File: src/rtl/restoring_divider_if.sv
// Start/busy/done handshake and operand/result bundle for the restoring divider.
// The master drives the request side; the divider is the slave.
interface restoring_divider_if #(
    parameter int unsigned WIDTH = 8
) ();
    logic             start;
    logic [WIDTH-1:0] dividend;
    logic [WIDTH-1:0] divisor;
    logic             busy;
    logic             done;
    logic [WIDTH-1:0] quotient;
    logic [WIDTH-1:0] remainder;
    logic             div_by_zero;

    modport master (
        output start, dividend, divisor,
        input  busy, done, quotient, remainder, div_by_zero
    );

    modport slave (
        input  start, dividend, divisor,
        output busy, done, quotient, remainder, div_by_zero
    );
endinterface

File: src/rtl/restoring_divider.sv
// Sequential unsigned restoring divider, one quotient bit per clock.
// Results are registered on entry to DONE and held until the next DONE.
module restoring_divider #(
    parameter int unsigned WIDTH = 8
) (
    input  logic                clk,
    input  logic                rst,
    restoring_divider_if.slave  bus
);
    localparam int unsigned CntW = $clog2(WIDTH);
    localparam logic [CntW-1:0] LastCnt = CntW'(WIDTH - 1);

    typedef enum logic [1:0] {StIdle, StRun, StDone} state_e;

    state_e            state_q, state_d;
    logic [CntW-1:0]   cnt_q, cnt_d;
    logic [WIDTH:0]    r_q, r_d;
    logic [WIDTH-1:0]  q_q, q_d;
    logic [WIDTH-1:0]  d_q, d_d;
    logic              busy_q, busy_d;
    logic              done_q, done_d;
    logic [WIDTH-1:0]  quotient_q, quotient_d;
    logic [WIDTH-1:0]  remainder_q, remainder_d;
    logic              dbz_q, dbz_d;

    logic [2*WIDTH:0]  rq_shift;
    logic [WIDTH:0]    r_sh;
    logic [WIDTH-1:0]  q_sh;
    logic [WIDTH:0]    trial;
    logic [WIDTH:0]    r_next;
    logic [WIDTH-1:0]  q_next;

    // One iteration: shift {R,Q}, trial-subtract D, keep the result only when it did not borrow.
    always_comb begin
        rq_shift = {r_q, q_q} << 1;
        r_sh     = rq_shift[2*WIDTH:WIDTH];
        q_sh     = rq_shift[WIDTH-1:0];
        trial    = r_sh + ~{1'b0, d_q} + (WIDTH+1)'(1);
        if (!trial[WIDTH]) begin
            r_next = trial;
            q_next = {q_sh[WIDTH-1:1], 1'b1};
        end else begin
            r_next = r_sh;
            q_next = q_sh;
        end
    end

    always_comb begin
        state_d     = state_q;
        cnt_d       = cnt_q;
        r_d         = r_q;
        q_d         = q_q;
        d_d         = d_q;
        busy_d      = busy_q;
        done_d      = 1'b0;
        quotient_d  = quotient_q;
        remainder_d = remainder_q;
        dbz_d       = dbz_q;

        unique case (state_q)
            StIdle, StDone: begin
                busy_d = 1'b0;
                if (bus.start) begin
                    d_d   = bus.divisor;
                    q_d   = bus.dividend;
                    r_d   = '0;
                    cnt_d = '0;
                    if (bus.divisor == '0) begin
                        state_d     = StDone;
                        done_d      = 1'b1;
                        quotient_d  = '1;
                        remainder_d = bus.dividend;
                        dbz_d       = 1'b1;
                    end else begin
                        state_d = StRun;
                        busy_d  = 1'b1;
                    end
                end else begin
                    state_d = StIdle;
                end
            end
            StRun: begin
                r_d   = r_next;
                q_d   = q_next;
                cnt_d = cnt_q + CntW'(1);
                if (cnt_q == LastCnt) begin
                    state_d     = StDone;
                    busy_d      = 1'b0;
                    done_d      = 1'b1;
                    quotient_d  = q_next;
                    remainder_d = r_next[WIDTH-1:0];
                    dbz_d       = 1'b0;
                end
            end
            default: begin
                state_d = StIdle;
                busy_d  = 1'b0;
            end
        endcase
    end

    always_ff @(posedge clk) begin
        if (rst) begin
            state_q     <= StIdle;
            cnt_q       <= '0;
            r_q         <= '0;
            q_q         <= '0;
            d_q         <= '0;
            busy_q      <= 1'b0;
            done_q      <= 1'b0;
            quotient_q  <= '0;
            remainder_q <= '0;
            dbz_q       <= 1'b0;
        end else begin
            state_q     <= state_d;
            cnt_q       <= cnt_d;
            r_q         <= r_d;
            q_q         <= q_d;
            d_q         <= d_d;
            busy_q      <= busy_d;
            done_q      <= done_d;
            quotient_q  <= quotient_d;
            remainder_q <= remainder_d;
            dbz_q       <= dbz_d;
        end
    end

    assign bus.busy        = busy_q;
    assign bus.done        = done_q;
    assign bus.quotient    = quotient_q;
    assign bus.remainder   = remainder_q;
    assign bus.div_by_zero = dbz_q;
endmodule
File: src/flat_wrapper.sv
// flat-port wrapper written by rule: the top's interface ports become plain ports
module restoring_divider_flat 
#(
    parameter int unsigned WIDTH = 8
)
  (clk, rst, bus_start, bus_dividend, bus_divisor, bus_busy, bus_done, bus_quotient, bus_remainder, bus_div_by_zero);
  restoring_divider_if #(.WIDTH(WIDTH)) bus_i ();
  input  logic clk;
  input  logic rst;
  input wire logic [$bits(bus_i.start)-1:0] bus_start;
  input wire logic [$bits(bus_i.dividend)-1:0] bus_dividend;
  input wire logic [$bits(bus_i.divisor)-1:0] bus_divisor;
  output wire logic [$bits(bus_i.busy)-1:0] bus_busy;
  output wire logic [$bits(bus_i.done)-1:0] bus_done;
  output wire logic [$bits(bus_i.quotient)-1:0] bus_quotient;
  output wire logic [$bits(bus_i.remainder)-1:0] bus_remainder;
  output wire logic [$bits(bus_i.div_by_zero)-1:0] bus_div_by_zero;
  assign bus_i.start = bus_start;
  assign bus_i.dividend = bus_dividend;
  assign bus_i.divisor = bus_divisor;
  assign bus_busy = bus_i.busy;
  assign bus_done = bus_i.done;
  assign bus_quotient = bus_i.quotient;
  assign bus_remainder = bus_i.remainder;
  assign bus_div_by_zero = bus_i.div_by_zero;
  restoring_divider #(.WIDTH(WIDTH)) u_core (.clk(clk), .rst(rst), .bus(bus_i));
endmodule
File: config.mk
export PLATFORM = sky130hd
export DESIGN_NAME = restoring_divider_flat
export DESIGN_NICKNAME = d
export VERILOG_FILES = /design/src/rtl/restoring_divider_if.sv /design/src/rtl/restoring_divider.sv /design/src/flat_wrapper.sv
export SDC_FILE = /design/constraint.sdc
export NUM_CORES = 1
export LEC_CHECK = 0
export BUFFER_PORTS_ARGS = -buffer_cell sky130_fd_sc_hd__buf_2
export CAP_MARGIN = 10
export CORE_ASPECT_RATIO = 0.75
export CORE_MARGIN = 1
export CORE_UTILIZATION = 60
export CTS_CLUSTER_SIZE = 14
export DETAILED_ROUTE_END_ITERATION = 8
export HOLD_SLACK_MARGIN = 0.15
export PLACE_DENSITY = 0.85
export SKIP_CTS_REPAIR_TIMING = 1
export SLEW_MARGIN = 20
export SYNTH_ARGS = -nofsm -noshare
export SYNTH_HDL_FRONTEND = slang
export SYNTH_SLANG_ARGS = --single-unit
File: constraint.sdc
create_clock -name clk -period 5.2 [get_ports clk]
set_input_delay 0.26 -clock clk [delete_from_list [all_inputs] [get_ports clk]]
set_output_delay 0.26 -clock clk [all_outputs]
set_load 0.02 [all_outputs]
==> results.sh, run 1 <==
export IMPL_period_needed_ns=2.98
export IMPL_seq_area_frac_synth=0.394
export IMPL_drc_errors=0
export IMPL_synth_top_cell_area_share=0.394
export IMPL_cts_sinks=47
export IMPL_grt_pass1_vias=1951
export IMPL_reg2reg_to="u_core.bus.remainder[5]"
export IMPL_worstPathMaxFanout=16
export IMPL_multi_input_area_sq_mm=0.00134
export IMPL_pwr_share_seq=0.481
export IMPL_vias=2146
export IMPL_syn_nets=314
export IMPL_fp_dieArea_sq_mm=0.00424
export IMPL_p_int_uw=557
export IMPL_synth_distinct_cells=52
export IMPL_antenna_found_initial=0
export IMPL_global_route_usage_total=0.292
export IMPL_wire_per_inst_microns=15.4
export IMPL_combPwrFrac=0.245
export IMPL_maxSlewViolCount=0
export IMPL_cts_tree="built"
export IMPL_io_buffers=37
export IMPL_finalCritPeriodShare=0.574
export IMPL_yosysTopAreaCell="dfxtp_1"
export IMPL_ys_warn_count=0
export IMPL_end_kind="register"
export IMPL_synth_area_top_cells="dfxtp_1 39%, nand2_1 6.9%, nor2_1 6.3%, ha_1 5.2%, a21oi_1 5.0%"
export IMPL_max_slew_worst_pin_slew_ns=0.838
export IMPL_gr_total_overflow=0
export IMPL_worstSetupPathType="register to register"
export IMPL_setup_tns_final_ns=0
export IMPL_ioPinCount=38
export IMPL_cts_buffer_depth=2
export IMPL_hold_violations=0
export IMPL_cts_root_buffer="clkbuf_8"
export IMPL_finalSetupViolations=0
export IMPL_drt_initial_drc_count=162
export IMPL_yosys_register_bits=47
export IMPL_cp_cell_sequence="inv_1, ha_1, inv_1, fa_1, a211oi_2, o21ai_2, a211oi_4, nand2_1, o31a_1, a2111oi_2"
export IMPL_skew_ns=0.00515
export IMPL_num_antenna_cells=0
export IMPL_utilization=0.713
export IMPL_place_gp_congestion=0.889
export IMPL_whs_ns=0.205
export IMPL_grt_pass1_wl_microns=9330
export IMPL_relSlewSlack=0.442
export IMPL_arrival_ns=3.18
export IMPL_whs_endpoint="u_core.d_q[7]"
export IMPL_cts_htree_levels=2
export IMPL_drt_antenna_violating_nets=0
export IMPL_die_w_microns=74.9
export IMPL_synth_most_common_cell="dfxtp_1"
export IMPL_swShare=0.311
export IMPL_drt_total_wl_microns=5620
export IMPL_syn_area_sq_mm=0.00239
export IMPL_crit_path_start_kind="register"
export IMPL_dp_hpwl_microns=4090
export IMPL_max_stage_delay_ns=0.71
export IMPL_synthFlopType="dfxtp_1"
export IMPL_rsz0062_at_grt="false"
export IMPL_rrSetupSlack_ns=2.22
export IMPL_critPathSlowestCell="a211oi_4"
export IMPL_firstDrtPassIters=4
export IMPL_grt_max_degree=43
export IMPL_rows=19
export IMPL_p_sw_uw=252
export IMPL_nFillCells=302
export IMPL_area_growth_pct=11.3
export IMPL_p_clk_frac=0.274
export IMPL_cts_buffers=5
export IMPL_ir_drop_mv=0.202
export IMPL_hp_start="bus_divisor[7]"
export IMPL_critPathRequiredTime_ns=5.39
export IMPL_hold_class="input port to register"
export IMPL_initial_core_util=0.641
export IMPL_rr_startpoint="u_core.q_q[7]"
export IMPL_avgSynthCellArea_sq_um=8.42
export IMPL_drv_cap=0
export IMPL_max_freq_ghz=0.335
export IMPL_layout_drive_gt1_share=0.189
export IMPL_status="completed"
export IMPL_synth_edf_count=0
export IMPL_nets=342
export IMPL_viasPerCell=5.90
export IMPL_regArea_sq_um=941
export IMPL_async_reset_ff_frac=0
export IMPL_cpMostUsedCell="inv_1"
export IMPL_clkTransAtPathRegs_ns=0.08
export IMPL_hold_path_cell_count=3
export IMPL_synth_top_cells_by_count="47 x dfxtp_1, 44 x nand2_1, 40 x nor2_1"
export IMPL_rr_worst_depth=10
export IMPL_powerDensity_mw_per_mm2=304
export IMPL_netlist_instances=284
export IMPL_clk_latency_ns=0.30
export IMPL_p_leak_uw=0.00109
export IMPL_core_area_sq_mm=0.00373
export IMPL_die_h_microns=56.7
[kinds of logic (layout without fill, tap and decap cells)]
| family | count (synthesis) | count (layout) | share of synthesized area |
|---|---|---|---|
| adders and majority gates | 11 | 11 | 0.0607 |
| xor gates and xnor gates | 4 | 4 | 0.0147 |
| DFF | 47 | 47 | 0.394 |
| muxes | 3 | 3 | 0.0126 |
| and+or+nand+nor | 110 | 110 | 0.204 |
| buffers and inverters | 27 | 55 | 0.0476 |
| AOI/OAI and AO/OA | 82 | 82 | 0.267 |
[power by group through the flow]
stage	combinational [uW]	clock (uW)	sequential, uW
detailed placement	194	0	396
CTS	196	224	388
global placement	190	0	396
finish	198	222	388
floorplan	157	0	392
global route	217	242	390
[layer usage]
layer	global-route usage	up-vias	wire, microns
met4	0.0836	0	65
met2	0.403	82	2420
met5	0	-	0
li1	-	1065	-
met3	0.0539	9	391
met1	0.458	990	2750
[state kept, by name (all words and copies together), names as in the netlist]
name and count:
u_core.d_q 8, u_core.q_q 8, u_core.state_q 1, u_core.bus.done 1
u_core.bus.div_by_zero 1, u_core.bus.busy 1, u_core.bus.remainder 8, u_core.cnt_q 3
u_core.r_q 8, u_core.bus.quotient 8
[worst max-delay path, delay by kind of cell, from the launching register on]
| family | cells | cell delay (ns) |
|---|---|---|
| flip-flops | 1 | 0.32 |
| AO/OA/AOI/OAI | 5 | 1.72 |
| buffers and inverters | 2 | 0.12 |
| AND/OR/NAND/NOR | 1 | 0.14 |
| adder cells (fa/ha/maj) | 2 | 0.60 |
[layout by cell type (no fill, tap or decap), drive strengths merged, types with 2 or more instances in the layout]
master | netlist | final
buf | 7 | 38
nor3 | 7 | 7
a211oi | 13 | 13
mux2i | 3 | 3
clkbuf | 10 | 6
or4 | 2 | 2
a221oi | 2 | 2
o21ai | 9 | 9
xnor2 | 3 | 3
nand2 | 45 | 45
dfxtp | 47 | 47
o21bai | 2 | 2
a311oi | 7 | 7
o21a | 4 | 4
a21oi | 25 | 25
a22o | 2 | 2
a2111oi | 5 | 5
ha | 10 | 10
nor2 | 41 | 41
nand2b | 3 | 3
o31a | 3 | 3
inv | 10 | 10
and3 | 2 | 2
nor2b | 4 | 4
a22oi | 2 | 2
[per-stage QoR]
stage	setup slack, ns	power, uW	cells	instance area [sq um]
after floorplan	2.84	550	284	2390
after global placement	2.46	585	357	2570
after detailed placement	2.25	590	357	2570
after CTS	2.23	807	364	2660
after global routing	2.02	849	364	2660
final	2.22	808	364	2660
[area by class of cell]
| class | count | share of cell area |
|---|---|---|
| Tap cell | 52 | 0.0245 |
| Clock inverter | 1 | 0.00188 |
| Inverter | 10 | 0.0141 |
| Multi-Input combinational cell | 210 | 0.502 |
| Timing Repair Buffer | 38 | 0.0724 |
| Sequential cell | 47 | 0.354 |
| Clock buffer | 6 | 0.0310 |
[worst max-delay path by stage]
stage                     cells after the start                 endpoint  slack (ns)          start
final                                        10  u_core.bus.remainder[5]        2.22  u_core.q_q[7]
after global routing                         10  u_core.bus.remainder[5]        2.02  u_core.q_q[7]
after CTS                                    10  u_core.bus.remainder[5]        2.23  u_core.q_q[7]
after detailed placement                     10  u_core.bus.remainder[5]        2.25  u_core.q_q[7]
after global placement                       10  u_core.bus.remainder[5]        2.46  u_core.q_q[7]
after floorplan                              11            u_core.q_q[0]        2.84  u_core.q_q[7]
(Power assumes the default switching activity.)
==> inputs of run 2 (changes only) <==
- CORE_UTILIZATION: 60 -> 56
- PLACE_DENSITY: 0.85 -> 0.8
- clock period: 5.2 -> 2.8 ns (I/O delays scaled with it)
==> run 2 against run 1 <==
Net effect:
- power rose by 93%
- first-iteration DRC count rose by 50%
- via count rose by 3.8%
- critical endpoint unchanged
- critical path type unchanged
- combinational power rose by 110%
==> results.sh, run 2 (synthesized netlist as in run 1, its figures left out) <==
export IMPL_nFillCells=326
export IMPL_whs_ns=0.121
export IMPL_utilization=0.700
export IMPL_gr_total_overflow=0
export IMPL_grt_pass1_wl_microns=8880
export IMPL_most_common_layout_cells="47 x dfxtp_1, 44 x nand2_1, 40 x nor2_1"
export IMPL_period_needed_ns=2.62
export IMPL_combPwrFrac=0.271
export IMPL_area_growth_pct=19.4
export IMPL_rows=20
export IMPL_antenna_found_initial=0
export IMPL_hold_violations=0
export IMPL_drt_total_wl_microns=5680
export IMPL_max_freq_ghz=0.382
export IMPL_p_leak_uw=0.00118
export IMPL_cts_root_buffer="clkbuf_8"
export IMPL_core_area_sq_mm=0.00408
export IMPL_layout_drive_gt1_share=0.196
export IMPL_powerDensity_mw_per_mm2=546
export IMPL_status="completed"
export IMPL_swShare=0.318
export IMPL_clkTransAtPathRegs_ns=0.09
export IMPL_num_antenna_cells=0
export IMPL_initial_core_util=0.586
export IMPL_cts_sinks=47
export IMPL_max_slew_worst_pin_slew_ns=0.945
export IMPL_worstSetupPathType="register to register"
export IMPL_pwr_share_seq=0.462
export IMPL_global_route_usage_total=0.253
export IMPL_grt_pass1_vias=1804
export IMPL_arrival_ns=2.82
export IMPL_cts_htree_levels=2
export IMPL_finalCritPeriodShare=0.935
export IMPL_skew_ns=0.00687
export IMPL_cp_cell_sequence="inv_1, ha_1, inv_1, fa_1, a211oi_2, o211a_1, a211oi_4, buf_12, o31a_1, a2111oi_2"
export IMPL_ir_drop_mv=0.492
export IMPL_drc_errors=0
export IMPL_cts_buffers=5
export IMPL_worstPathMaxFanout=11
export IMPL_viasPerCell=5.75
export IMPL_drt_initial_drc_count=243
export IMPL_crit_path_start_kind="register"
export IMPL_nets=361
export IMPL_rsz0062_at_grt="false"
export IMPL_final_common_cell="dfxtp_1"
export IMPL_critPathSlowestCell="fa_1"
export IMPL_die_h_microns=58.6
export IMPL_relSlewSlack=0.365
export IMPL_fp_dieArea_sq_mm=0.00454
export IMPL_clk_latency_ns=0.31
export IMPL_p_int_uw=1060
export IMPL_io_buffers=37
export IMPL_grt_max_degree=43
export IMPL_ioPinCount=38
export IMPL_end_kind="register"
export IMPL_max_stage_delay_ns=0.44
export IMPL_finalSetupViolations=0
export IMPL_hold_class="input port to register"
export IMPL_p_sw_uw=495
export IMPL_critPathRequiredTime_ns=3.01
export IMPL_die_w_microns=77.5
export IMPL_dp_hpwl_microns=4020
export IMPL_cts_buffer_depth=2
export IMPL_maxSlewViolCount=0
export IMPL_place_gp_congestion=0.846
export IMPL_firstDrtPassIters=5
export IMPL_cts_tree="built"
export IMPL_vias=2227
export IMPL_setup_tns_final_ns=0
export IMPL_cpMostUsedCell="inv_1"
export IMPL_p_clk_frac=0.267
export IMPL_wire_per_inst_microns=14.7
export IMPL_drv_cap=0
export IMPL_drt_antenna_violating_nets=0
==> run 2: changes by cell type in the layout (fill, tap and decap cells not counted), sizes merged <==
cell         delta
clkinv          +1
dlygate4sd3    +14
buf             +5
clkbuf          -1
inv             +1
==> run 2: critical path, delay by kind of cell (launching register included) <==
| family | cells | cell delay, ns |
|---|---|---|
| DFF | 1 | 0.32 |
| buffers and inverters | 3 | 0.29 |
| adders and majority gates | 2 | 0.60 |
| AOI/OAI and AO/OA | 5 | 1.32 |
==> run 2: worst paths after layout <==
check	slack [ns]	end	cells after the start	startpoint
max	0.18	u_core.bus.remainder[5]	10	u_core.q_q[7]
min	0.12	u_core.q_q[1]	3	bus_dividend[1]
max reg2reg	0.18	u_core.bus.remainder[5]	10	u_core.q_q[7]
min reg2reg	0.46	u_core.d_q[3]	2	u_core.d_q[3]
==> run 2: area by class of cell <==
cell class	count	area, sq um	area share
multi-input combinational	210	1340	0.468
clock buffer	5	68.8	0.0241
tap	55	68.8	0.0241
inverter	10	37.5	0.0132
clock inverter	3	18.8	0.00658
sequential	47	941	0.330
timing repair buffer	57	383	0.134
==> run 2: per-layer routing <==
metal | share of wire | wire length [microns] | GRT usage
met2 | 0.42 | 2410 | 0.365
met4 | 0.010 | 59 | 0.0566
met1 | 0.50 | 2840 | 0.386
met3 | 0.066 | 373 | 0.0512
met5 | 0 | 0 | 0
==> run 2: power by group through the flow <==
| stage | registers (uW) | logic, uW | clock network, uW |
|---|---|---|---|
| 2_1_floorplan | 728 | 292 | 0 |
| 3_3_place_gp | 735 | 366 | 0 |
| 3_5_place_dp | 735 | 371 | 0 |
| 4_1_cts | 720 | 373 | 411 |
| 5_1_grt | 725 | 460 | 442 |
| 6_report | 721 | 422 | 416 |
==> run 2: through the flow <==
step | power (uW) | worst slack (ns) | area, sq um | cells
after CTS | 1500 | 0.0955 | 2690 | 372
after detailed placement | 1110 | 0.132 | 2610 | 364
after global routing | 1630 | 0.0390 | 2850 | 387
after global placement | 1100 | 0.218 | 2610 | 364
after floorplan | 1020 | 0.444 | 2390 | 284
final | 1560 | 0.182 | 2850 | 387
==> inputs of run 3 (changes only) <==
- CORE_UTILIZATION: 56 -> 34
- PLACE_DENSITY: 0.8 -> 0.54
==> run 3 against run 2 <==
Net effect:
- non-clock buffer count up 4
- worst setup slack better by 0.023 ns
- sequential cell count unchanged
- clock-buffer cell count up 1
- clock power up 42%
- clock skew up 0.0013 ns
- combinational power up 3%
- utilization down 26 points
- power up 12%
- critical path type unchanged
- largest power group unchanged
==> results.sh, run 3 (synthesized netlist as in run 1, its figures left out) <==
export IMPL_period_needed_ns=2.59
export IMPL_ioPinCount=38
export IMPL_p_leak_uw=0.00121
export IMPL_die_h_microns=74.6
export IMPL_nets=365
export IMPL_drv_cap=0
export IMPL_core_area_sq_mm=0.00680
export IMPL_viasPerCell=5.19
export IMPL_finalSetupViolations=0
export IMPL_rr_startpoint="u_core.q_q[7]"
export IMPL_fp_dieArea_sq_mm=0.00738
export IMPL_worstSetupPathType="register to register"
export IMPL_rr_worst_depth=11
export IMPL_hp_start="bus_dividend[6]"
export IMPL_drc_errors=0
export IMPL_max_freq_ghz=0.385
export IMPL_die_w_microns=98.8
export IMPL_cts_root_buffer="clkbuf_8"
export IMPL_setup_tns_final_ns=0
export IMPL_end_kind="register"
export IMPL_antenna_found_initial=0
export IMPL_cts_buffers=5
export IMPL_rsz0062_at_grt="false"
export IMPL_powerDensity_mw_per_mm2=588
export IMPL_reg2reg_to="u_core.bus.remainder[5]"
export IMPL_drt_initial_drc_count=86
export IMPL_hold_class="input port to register"
export IMPL_grt_max_degree=43
export IMPL_drt_total_wl_microns=6230
export IMPL_cts_buffer_depth=2
export IMPL_finalCritPeriodShare=0.927
export IMPL_clkTransAtPathRegs_ns=0.09
export IMPL_hold_violations=0
export IMPL_dp_hpwl_microns=4580
export IMPL_initial_core_util=0.352
export IMPL_placed_area_sq_mm=0.00267
export IMPL_whs_endpoint="u_core.q_q[6]"
export IMPL_max_slew_worst_pin_slew_ns=0.911
export IMPL_grt_pass1_wl_microns=9730
export IMPL_cts_htree_levels=2
export IMPL_ir_drop_mv=0.248
export IMPL_cts_tree="built"
export IMPL_area_growth_pct=24.2
export IMPL_grt_pass1_vias=1859
export IMPL_hold_path_cell_count=3
export IMPL_num_antenna_cells=0
export IMPL_gr_total_overflow=0
export IMPL_vias=2181
export IMPL_cts_sinks=47
export IMPL_rrSetupSlack_ns=0.21
export IMPL_relSlewSlack=0.388
export IMPL_worstPathMaxFanout=4
export IMPL_most_common_layout_cells="47 x dfxtp_1, 44 x nand2_1, 40 x nor2_1"
export IMPL_global_route_usage_total=0.170
export IMPL_final_area_sq_mm=0.00297
export IMPL_clk_latency_ns=0.30
export IMPL_rows=26
export IMPL_final_common_cell="dfxtp_1"
export IMPL_firstDrtPassIters=4
export IMPL_arrival_ns=2.78
export IMPL_drt_antenna_violating_nets=0
export IMPL_maxSlewViolCount=0
export IMPL_status="completed"
export IMPL_skew_ns=0.00813
export IMPL_crit_path_start_kind="register"
export IMPL_place_gp_congestion=0.931
export IMPL_critPathRequiredTime_ns=2.99
export IMPL_wire_per_inst_microns=14.8
export IMPL_io_buffers=37
export IMPL_layout_drive_gt1_share=0.202
## run 3: worst max path at each step
| stage | endpoint | from | slack (ns) |
|---|---|---|---|
| 2_1_floorplan | u_core.q_q[0] | u_core.q_q[7] | 0.44 |
| 3_3_place_gp | u_core.bus.remainder[3] | u_core.q_q[7] | 0.25 |
| 3_5_place_dp | u_core.bus.remainder[5] | u_core.q_q[7] | 0.19 |
| 4_1_cts | u_core.bus.remainder[5] | u_core.q_q[7] | 0.16 |
| 5_1_grt | u_core.bus.remainder[5] | u_core.q_q[7] | 0.02 |
| 6_report | u_core.bus.remainder[5] | u_core.q_q[7] | 0.21 |
## run 3: critical path, stage by stage (launching register included)
cell and delay [ns]:
dfxtp_1 0.32, inv_1 0.07, ha_1 0.15, inv_1 0.05
fa_2 0.38, a211oi_4 0.32, o21ai_2 0.12, a211oi_4 0.33
buf_4 0.18, nand2_1 0.05, o31a_1 0.13, a2111oi_2 0.37
## run 3: through the flow
step                hold WS [ns]  worst slack [ns]  std cells  utilization  total power [uW]
floorplan                  0.276             0.444        284            -              1020
global placement           0.393             0.254        396        0.392              1130
detailed placement         0.398             0.193        396        0.392              1140
CTS                       0.0735             0.158        404        0.411              1720
global route               0.161            0.0160        420        0.437              1830
finish                     0.153             0.205        420        0.437              1750
## run 3: cell type report
class | instances | area, sq um
clock buffers | 6 | 72.6
well taps | 84 | 105
fillers | 699 | 3830
repair buffers | 61 | 407
multi-input cells | 210 | 1350
inverters | 10 | 37.5
clock inverters | 2 | 60.1
flip-flops and latches | 47 | 941
## run 3: report_power, final
group	total [uW]	internal, uW	switching [uW]
logic	434	195	239
clock network	591	357	234
registers	722	697	24.6
## run 3: layer usage
layer  GRT usage  up-vias  share of wire
met5           0        -              0
met1       0.265     1021           0.56
met2       0.241       49           0.40
met4      0.0299        0         0.0077
li1            -     1105              -
met3      0.0344        6          0.038
